## config.mk

```make
export PLATFORM = sky130hd
export DESIGN_NAME = tk_host_status
export DESIGN_NICKNAME = d
export VERILOG_FILES = /design/src/rtl/tk_host_status.sv
export SDC_FILE = /design/constraint.sdc
export NUM_CORES = 1
export LEC_CHECK = 0
export ABC_AREA = 1
export CORE_ASPECT_RATIO = 1.75
export CORE_MARGIN = 10
export CORE_UTILIZATION = 55
export DETAILED_ROUTE_END_ITERATION = 12
export PLACE_DENSITY = 0.86
export SLEW_MARGIN = 10
export SYNTH_ARGS = -nofsm -noshare
export SYNTH_HDL_FRONTEND = slang
export SYNTH_SLANG_ARGS = --single-unit
```

## constraint.sdc

```tcl
create_clock -name clk -period 3.66 [get_ports clk]
set_clock_uncertainty 0.1 [all_clocks]
set_input_delay 0.915 -clock clk [delete_from_list [all_inputs] [get_ports clk]]
set_output_delay 0.915 -clock clk [all_outputs]
set_load 0.03 [all_outputs]
```

## src/rtl/tk_host_status.sv

```systemverilog
// Host-side status and run-control monitor: per-thread LED modes, sticky faults, run FSM, cycle counter.
// Define TK_STATUS_FAULT_STOP_EN to make any fault captured during RUN end the run.
module tk_host_status #(
  parameter int unsigned NUM_TRD    = 8,
  parameter int unsigned TRD_W      = 3,
  parameter int unsigned BLINK_W    = 16,
  parameter int unsigned FAST_SHIFT = 2,
  parameter int unsigned CYC_W      = 32
) (
  input  logic               clk,
  input  logic               rst,
  input  logic [1:0]         host_sig,
  input  logic [NUM_TRD-1:0] valid_trd,
  input  logic [NUM_TRD-1:0] running_trd,
  input  logic               running,
  input  logic               alu_exp,
  input  logic [TRD_W-1:0]   alu_trd,
  input  logic               inv_op,
  input  logic [TRD_W-1:0]   inv_op_trd,
  input  logic               i_segfault,
  input  logic [TRD_W-1:0]   i_trd,
  input  logic               d_segfault,
  input  logic [TRD_W-1:0]   d_trd,
  output logic [NUM_TRD-1:0] run_trd,
  output logic [NUM_TRD-1:0] fault_trd,
  output logic [CYC_W-1:0]   cycle,
  output logic               finish,
  output logic [1:0]         status
);

  typedef enum logic [1:0] {
    ST_IDLE = 2'b00,
    ST_RUN  = 2'b01,
    ST_DONE = 2'b10
  } state_e;

  localparam logic [1:0] CMD_START = 2'b01;
  localparam logic [1:0] CMD_ABORT = 2'b10;
  localparam logic [1:0] CMD_CLEAR = 2'b11;

  state_e             state_q, state_d;
  logic [BLINK_W-1:0] blink_q;
  logic [CYC_W-1:0]   cycle_q, cycle_d;
  logic               finish_q, finish_d;
  logic [NUM_TRD-1:0] fault_q, fault_d, fault_hit;
  logic               seen_run_q, seen_run_d;
  logic [1:0]         idle_cnt_q, idle_cnt_d;
  logic               fault_stop;
  logic               slow_bit, fast_bit;

  // Decode a fault pulse to a thread mask; out-of-range indices match no bit.
  function automatic logic [NUM_TRD-1:0] trd_mask(input logic v, input logic [TRD_W-1:0] t);
    logic [NUM_TRD-1:0] m;
    m = '0;
    for (int unsigned k = 0; k < NUM_TRD; k++) begin
      if (v && (32'(t) == k)) m[k] = 1'b1;
    end
    return m;
  endfunction

  assign fault_hit = trd_mask(alu_exp, alu_trd) | trd_mask(inv_op, inv_op_trd) |
                     trd_mask(i_segfault, i_trd) | trd_mask(d_segfault, d_trd);

`ifdef TK_STATUS_FAULT_STOP_EN
  assign fault_stop = |fault_hit;
`else
  assign fault_stop = 1'b0;
`endif

  always_ff @(posedge clk) begin
    if (rst) begin
      state_q    <= ST_IDLE;
      blink_q    <= '0;
      cycle_q    <= '0;
      finish_q   <= 1'b0;
      fault_q    <= '0;
      seen_run_q <= 1'b0;
      idle_cnt_q <= 2'd0;
    end else begin
      state_q    <= state_d;
      blink_q    <= blink_q + BLINK_W'(1);
      cycle_q    <= cycle_d;
      finish_q   <= finish_d;
      fault_q    <= fault_d;
      seen_run_q <= seen_run_d;
      idle_cnt_q <= idle_cnt_d;
    end
  end

  // Run FSM; clear overrides everything, then abort / auto-finish / fault stop.
  always_comb begin
    state_d    = state_q;
    cycle_d    = cycle_q;
    finish_d   = finish_q;
    fault_d    = fault_q | fault_hit;
    seen_run_d = seen_run_q;
    idle_cnt_d = idle_cnt_q;
    case (state_q)
      ST_IDLE: begin
        cycle_d  = '0;
        finish_d = 1'b0;
        if (host_sig == CMD_START) begin
          state_d    = ST_RUN;
          seen_run_d = 1'b0;
          idle_cnt_d = 2'd0;
        end
      end
      ST_RUN: begin
        if (running) begin
          seen_run_d = 1'b1;
          idle_cnt_d = 2'd0;
        end else if (seen_run_q) begin
          idle_cnt_d = idle_cnt_q + 2'd1;
        end
        // The transition edge does not advance cycle, so it freezes at the current count.
        if ((host_sig == CMD_ABORT) || (idle_cnt_d == 2'd2) || fault_stop) begin
          state_d  = ST_DONE;
          finish_d = 1'b1;
        end else if (cycle_q != {CYC_W{1'b1}}) begin
          cycle_d = cycle_q + CYC_W'(1);
        end
      end
      ST_DONE: begin
        finish_d = 1'b1;
        if (host_sig == CMD_START) begin
          state_d    = ST_RUN;
          cycle_d    = '0;
          finish_d   = 1'b0;
          seen_run_d = 1'b0;
          idle_cnt_d = 2'd0;
        end
      end
      default: state_d = ST_IDLE;
    endcase
    if (host_sig == CMD_CLEAR) begin
      state_d  = ST_IDLE;
      cycle_d  = '0;
      finish_d = 1'b0;
      fault_d  = '0;
    end
  end

  assign slow_bit = blink_q[BLINK_W-1];
  assign fast_bit = blink_q[BLINK_W-1-FAST_SHIFT];

  // LED mode per thread: fault > running > allocated > off.
  always_comb begin
    run_trd = '0;
    for (int unsigned i = 0; i < NUM_TRD; i++) begin
      if (fault_q[i])          run_trd[i] = fast_bit;
      else if (running_trd[i]) run_trd[i] = 1'b1;
      else if (valid_trd[i])   run_trd[i] = slow_bit;
      else                     run_trd[i] = 1'b0;
    end
  end

  assign fault_trd = fault_q;
  assign cycle     = cycle_q;
  assign finish    = finish_q;
  assign status    = state_q;

endmodule

```

==> results of run 1 <==
-- flip-flops by register name (all words and copies together), names as in the netlist --
register and cells:
blink_q 16, cycle 32, fault_trd 8, finish 1
idle_cnt_q 2, seen_run_q 1, status 2
-- per-stage QoR --
stage          hold slack, ps  area [µm²]
2_1_floorplan           317.5        4000
3_5_place_dp            341.7        4935
6_report                349.7        5284
5_1_grt                 385.6        5284
4_1_cts                 354.1        5284
3_3_place_gp            325.6        4935
-- routing by layer --
layer / vias up / track usage / wire, µm
li1: 2253 / - / -
met1: 2033 / 0.2069 / 4618
met2: 196 / 0.3964 / 6452
met3: 43 / 0.05655 / 832
met4: 0 / 0.1333 / 544
met5: - / 0 / 0
-- power by group through the flow --
stage / Clock (mW) / Combinational, mW / Sequential (mW)
floorplan: 0 / 0.116 / 0.728
global placement: 0 / 0.230 / 0.712
detailed placement: 0 / 0.237 / 0.713
CTS: 1.01 / 0.239 / 0.699
global route: 1.04 / 0.262 / 0.701
finish: 1.00 / 0.239 / 0.699
-- final cells by class --
class	instances	area (µm²)	share of cell area
Multi-Input combinational cell	493	2370	0.4485
Sequential cell	62	1241	0.2349
Timing Repair Buffer	92	908.4	0.1719
Inverter	82	307.8	0.05825
Clock buffer	11	242.7	0.04594
Tap cell	86	107.6	0.02036
Clock inverter	5	106.4	0.02013
-- worst paths after layout --
kind / end / slack [ps] / cells after the start
min reg2reg: blink_q[0] / 350 / 1
max reg2reg: cycle[28] / 830 / 13
max: run_trd[5] / 340 / 4
min: blink_q[0] / 350 / 1
-- cells by family (layout without fill, tap and decap cells) --
kind of cell	count (synthesis)	after routing	synth area share
buf+inv	96	190	0.09728
simple gates	392	392	0.4176
fa+ha+maj	7	7	0.02189
xor+xnor	11	11	0.02408
compound gates	83	83	0.1289
flops	62	62	0.3103
-- Yosys cell counts, types with 2 or more instances --
cell and n:
sky130_fd_sc_hd__a2111oi_0 2, sky130_fd_sc_hd__a21oi_1 30, sky130_fd_sc_hd__a21oi_2 18, sky130_fd_sc_hd__a221oi_1 2, sky130_fd_sc_hd__a31oi_1 3, sky130_fd_sc_hd__buf_2 2
sky130_fd_sc_hd__buf_6 2, sky130_fd_sc_hd__clkbuf_1 9, sky130_fd_sc_hd__dfxtp_1 62, sky130_fd_sc_hd__ha_1 7, sky130_fd_sc_hd__inv_1 78, sky130_fd_sc_hd__inv_2 4
sky130_fd_sc_hd__nand2_1 196, sky130_fd_sc_hd__nand2_2 3, sky130_fd_sc_hd__nand3_1 34, sky130_fd_sc_hd__nand3_4 2, sky130_fd_sc_hd__nand4_1 18, sky130_fd_sc_hd__nor2_1 117
sky130_fd_sc_hd__nor2_4 3, sky130_fd_sc_hd__nor3_1 12, sky130_fd_sc_hd__o21ai_0 22, sky130_fd_sc_hd__xnor2_1 4, sky130_fd_sc_hd__xor2_1 7
==> impl_summary.txt, run 1 <==
----------------------------------------------------
[Run]
  # Max-Cap Violations ... 0

[Clocking]
  Clock transition at the register clock pins on the worst setup and hold paths after CTS ... around 50 ps
  Insertion delay of the later-clocked pin in the worst-skew pair ... 340 ps
  Setup bufs post-CTS ... 0
  Hold_buf cts ... 0
  CTS tree ... yes
  Deepest level of the CTS H-tree ... 3
  Clock tree root buffer cell ... sky130_fd_sc_hd__clkbuf_16
  Clock tree buffer depth ... 2
  Number of resized instances in the post-cts repair step ... 0
  Number of sinks driven by the clock tree ... 62
  Num CTS Buffers ... 9

[Die]
  Cell row count ... 41
  Die span in y ... 132.8 µm
  Initial core utilization ... 0.5610
  Core Area ... a little over 7000 µm²
  Die Width ... roughly 84 µm
  DIE AREA ... between 10000 and 15000 µm²
  Number of top-level pins ... approximately 90

[Worst hold path]
  Hold path start ... blink_q[0]
  Classification of the worst-slack hold path ... reg2reg

[Power and ir drop]
  Combinational cell fraction of total power ... 0.123
  Power share of the sequential group ... 0.360
  Internal power component ... 1.470 mW
  Clock power share ... 0.516
  P_leak ... 2.032 nW
  Switching portion of total power ... 0.2423
  PnR Total Power ... 1.940 mW
  Power density over the cells ... 367.1 nW/µm²
  Worst voltage drop across the vdd grid ... ~0.27 mV
  Net switching power figure ... 0.4700 mW

[Critical path]
  Worst stage delay on the critical path ... 700 ps
  CP max FO ... 1
  Top Family by Delay on Critical Path ... buffers and inverters
  Critical Path RT ... about 2600 ps
  Critical Setup Path Class ... in2out
  Cells along the critical path ... clkdlybuf4s50_1 -> a21oi_1 -> o21ai_0 -> clkdlybuf4s50_1
  Cell with the largest stage delay on the worst path ... sky130_fd_sc_hd__clkdlybuf4s50_1
  Buf/Inv on CP ... 2
  Setup crit start ... valid_trd[5]
  Kind of end point of the critical path ... primary output
  Worst r2r src ... status[1]
  Data arrival time of the critical path ... 2310 ps
  Top cell by count, worst path ... sky130_fd_sc_hd__clkdlybuf4s50_1
  CP Launch Type ... input port

[Global route]
  GRT Residual Overflow ... 0
  Number of global-route vias before repair ... 4405
  GR Util All Layers ... 0.2166
  First-pass GRT wire length ... between 20 and 25 mm
  Initial antenna violation count ... 0
  Largest net degree at the start of global routing ... 28

[Route]
  Remaining routing DRC violations ... 0
  Number of detailed-route iterations in the first pass ... 7
  Detail Route Antenna Nets ... 0
  Via-per-instance ratio ... 5.445
  Routed WL ... 12.45 mm
  Total vias in the final route ... 4525
  DRT iter0 DRCs ... 339
  Wire per inst ... 14.98 µm

[Timing]
  Final setup margin ... ~340 ps
  Tightest Pin Transition ... around 850 ps
  Min cycle time layout ... 3322 ps
  Highest clock rate ... 301.0 MHz
  Final-report hold violation count ... 0
  Max-slew violations ... 0
  Post-Route Setup TNS ... 0 ps
  Tightest slew margin relative to the limit ... 0.4332
  Final Setup Violations ... 0
  RSZ-0062 raised after global routing ... no
  Final clock period utilization by the worst path ... 0.9076

[Logic synthesis]
  Post-synth top area share ... 0.3103
  Biggest area contributors in the synthesized netlist ... sky130_fd_sc_hd__dfxtp_1, sky130_fd_sc_hd__nand2_1, sky130_fd_sc_hd__nor2_1
  Count of synthesis-stage warnings from yosys ... 0
  Number of distinct library cell variants in the gate-level netlist after synthesis ... 37
  Proportion of synthesized chip area in sequential cells ... 0.3103
  Netlist Area Pre-Place ... 4000 µm²
  Synth async-reset ratio ... 0
  Largest area contributor in the synthesized netlist ... sky130_fd_sc_hd__dfxtp_1
  Syn Inst Count ... 651
  Most used flip-flop cell after synthesis ... sky130_fd_sc_hd__dfxtp_1
  Yosys reg bits ... 62
  Number of enable-type register cells in the synthesized netlist ... 0
  Nets in the synthesized netlist ... 695
  Mean area per synthesized cell ... 6.145 µm²

[Final layout]
  Post-layout nets ... a little under 800
  Highest-count cells in the layout ignoring fill and taps ... sky130_fd_sc_hd__nand2_1, sky130_fd_sc_hd__nor2_1, sky130_fd_sc_hd__clkdlybuf4s50_1
  Share of layout cells above drive strength 1 ... 0.07114
  Post-layout util ... 0.7410
  Non-filler cells in the finished layout ... 831
  Number of diodes added for antenna fixing ... 0
  Leading cell type in the layout, fill and taps excluded ... sky130_fd_sc_hd__nand2_1
  Area growth from synthesis to final layout ... 32.09%
  Final-layout fill cell count ... 600

[Placement]
  Placed wire-length estimate ... 9.518 mm
  Weighted congestion reported at the end of routability-driven placement ... 0.9278
  Pre-CTS WS ... between 300 and 400 ps
  Number of port buffers ... 87
  Placed Instances ... 815

[Outcome]
  Result of the run ... finished clean

----------------------------------------------------
Note: power is estimated with default switching activity, not from simulation.
==> run 2: changes to the inputs <==
--- a/config.mk
+++ b/config.mk
@@ -11,7 +11,7 @@
 export CORE_UTILIZATION = 55
 export DETAILED_ROUTE_END_ITERATION = 12
 export PLACE_DENSITY = 0.86
-export SLEW_MARGIN = 10
+export SLEW_MARGIN = 5
 export SYNTH_ARGS = -nofsm -noshare
 export SYNTH_HDL_FRONTEND = slang
 export SYNTH_SLANG_ARGS = --single-unit
==> results of run 2 <==
Final layout, timing and power as in run 1 (identical DEF).
==> run 3: changes to the inputs <==
--- a/config.mk
+++ b/config.mk
@@ -8,9 +8,10 @@
 export ABC_AREA = 1
 export CORE_ASPECT_RATIO = 1.75
 export CORE_MARGIN = 10
-export CORE_UTILIZATION = 55
+export CORE_UTILIZATION = 50
 export DETAILED_ROUTE_END_ITERATION = 12
-export PLACE_DENSITY = 0.86
+export DONT_BUFFER_PORTS = 1
+export SKIP_CTS_REPAIR_TIMING = 1
 export SLEW_MARGIN = 5
 export SYNTH_ARGS = -nofsm -noshare
 export SYNTH_HDL_FRONTEND = slang
==> impl_summary.txt, run 3 (synthesis results as in run 1) <==
----------------------------------------------------
[Die]
  Cell row count ... between 40 and 50
  Die span in y ... 138.3 µm
  Initial core utilization ... 0.5092
  DIE AREA ... 12120 µm²
  Die Width ... 87.62 µm
  Number of top-level pins ... 88
  Core Area ... ~7900 µm²

[Final layout]
  Highest-count cells in the layout ignoring fill and taps ... sky130_fd_sc_hd__nand2_1, sky130_fd_sc_hd__nor2_1, sky130_fd_sc_hd__inv_1
  Final-layout fill cell count ... about 830
  Area growth from synthesis to final layout ... 9.540%
  Leading cell type in the layout, fill and taps excluded ... sky130_fd_sc_hd__nand2_1
  Area occupied by multi-input gates ... roughly 2400 µm²
  Flip-flop count of the largest register, all copies and words added ... 32
  Number of diodes added for antenna fixing ... 0
  Post-route standard cell area excluding fillers ... about 4400 µm²
  Share of layout cells above drive strength 1 ... 0.08899
  Storage element area ... roughly 1200 µm²
  Post-layout nets ... 702

[Placement]
  Placed cell area ... 4106 µm²
  Weighted congestion reported at the end of routability-driven placement ... 0.9267
  Number of port buffers ... 0
  Placed wire-length estimate ... 9.153 mm

[Critical path]
  Worst reg2reg setup slack ... 710 ps
  Endpoint of the worst register-to-register path ... cycle[6]
  Critical Setup Path Class ... reg2reg
  Critical Path RT ... around 3800 ps
  CP max FO ... 26
  Kind of end point of the critical path ... flop
  Worst r2r src ... status[1]
  R2R depth ... 11
  CP Launch Type ... flop
  Data arrival time of the critical path ... between 3000 and 4000 ps

[Power and ir drop]
  P_leak ... between 1.5 and 2 nW
  PnR Total Power ... 1.650 mW
  Worst voltage drop across the vdd grid ... 0.2719 mV
  Power density over the cells ... 376.6 nW/µm²

[Global route]
  GR Util All Layers ... 0.1870
  Largest net degree at the start of global routing ... 28
  GRT Residual Overflow ... 0
  Initial antenna violation count ... 0
  First-pass GRT wire length ... 18.20 mm
  Number of global-route vias before repair ... 3946

[Run]
  # Max-Cap Violations ... 0

[Route]
  Number of detailed-route iterations in the first pass ... 4
  Routed WL ... approximately 11 mm
  Wire per inst ... 15.21 µm
  Total vias in the final route ... between 4000 and 5000
  Remaining routing DRC violations ... 0
  Via-per-instance ratio ... 5.364
  Detail Route Antenna Nets ... 0
  DRT iter0 DRCs ... 144

[Timing]
  RSZ-0062 raised after global routing ... no
  Highest clock rate ... 338.9 MHz
  Final clock period utilization by the worst path ... 0.8062
  Tightest slew margin relative to the limit ... 0.5787
  Min cycle time layout ... 2951 ps
  Final Setup Violations ... 0
  Post-Route Setup TNS ... 0 ps
  Tightest Pin Transition ... 630.4 ps
  Final-report hold violation count ... 0
  Max-slew violations ... 0
  Final hold slack ... 337.7 ps

[Clocking]
  Clock tree root buffer cell ... sky130_fd_sc_hd__clkbuf_16
  Insertion delay of the later-clocked pin in the worst-skew pair ... 340 ps
  Number of sinks driven by the clock tree ... 62
  Clock transition at the register clock pins on the worst setup and hold paths after CTS ... around 60 ps
  CTS tree ... yes
  Deepest level of the CTS H-tree ... 3
  Clock tree buffer depth ... 2
  Num CTS Buffers ... 9

[Worst hold path]
  Hold worst-path end ... blink_q[0]
  Hold path start ... blink_q[0]
  Classification of the worst-slack hold path ... reg2reg
  Number of instances on the worst hold path ... 1

[Outcome]
  Result of the run ... finished clean

----------------------------------------------------
-- run 3: cell type report --
| class | count | area share |
|---|---|---|
| multi-input cells | 493 | 0.5408 |
| repair buffers | 10 | 0.01713 |
| flip-flops and latches | 62 | 0.2833 |
| clock inverters | 7 | 0.01142 |
| well taps | 90 | 0.02570 |
| inverters | 82 | 0.07025 |
| clock buffers | 9 | 0.05140 |
-- run 3: stage by stage --
step	setup slack, ps	utilization	instances
2_1_floorplan	987.3	-	651
4_1_cts	688.2	0.5578	753
3_5_place_dp	709.1	0.5228	737
5_1_grt	447.8	0.5578	753
3_3_place_gp	771.4	0.5228	737
6_report	709.4	0.5578	753
-- run 3: power by group --
part	switching [mW]	total [mW]	internal, mW
combinational	0.103	0.149	0.0458
clock	0.326	0.784	0.458
sequential	0.0301	0.717	0.687
total	0.459	1.65	1.19
-- run 3: worst max path at each step --
stage | endpoint | depth (start not counted) | from
6_report | cycle[6] | 11 | status[1]
5_1_grt | cycle[20] | 12 | status[1]
4_1_cts | cycle[24] | 12 | status[1]
3_5_place_dp | cycle[24] | 12 | status[1]
3_3_place_gp | cycle[25] | 12 | status[1]
2_1_floorplan | run_trd[0] | 2 | valid_trd[0]
-- run 3: routing by layer --
metal	track usage	part of all wire
met5	0	0
met4	0.1079	0.039
met3	0.08294	0.090
met1	0.1521	0.33
met2	0.3450	0.54
-- run 3: critical path, stage by stage, from the launching register on --
cell and delay [ps]:
sky130_fd_sc_hd__dfxtp_1 590, sky130_fd_sc_hd__inv_1 120, sky130_fd_sc_hd__ha_1 410, sky130_fd_sc_hd__inv_2 370, sky130_fd_sc_hd__nor2_1 90, sky130_fd_sc_hd__nand2_1 60, sky130_fd_sc_hd__nor2_1 60, sky130_fd_sc_hd__nand3_4 140
sky130_fd_sc_hd__nand2_2 90, sky130_fd_sc_hd__nor2_4 530, sky130_fd_sc_hd__nand2_1 150, sky130_fd_sc_hd__a21oi_2 140
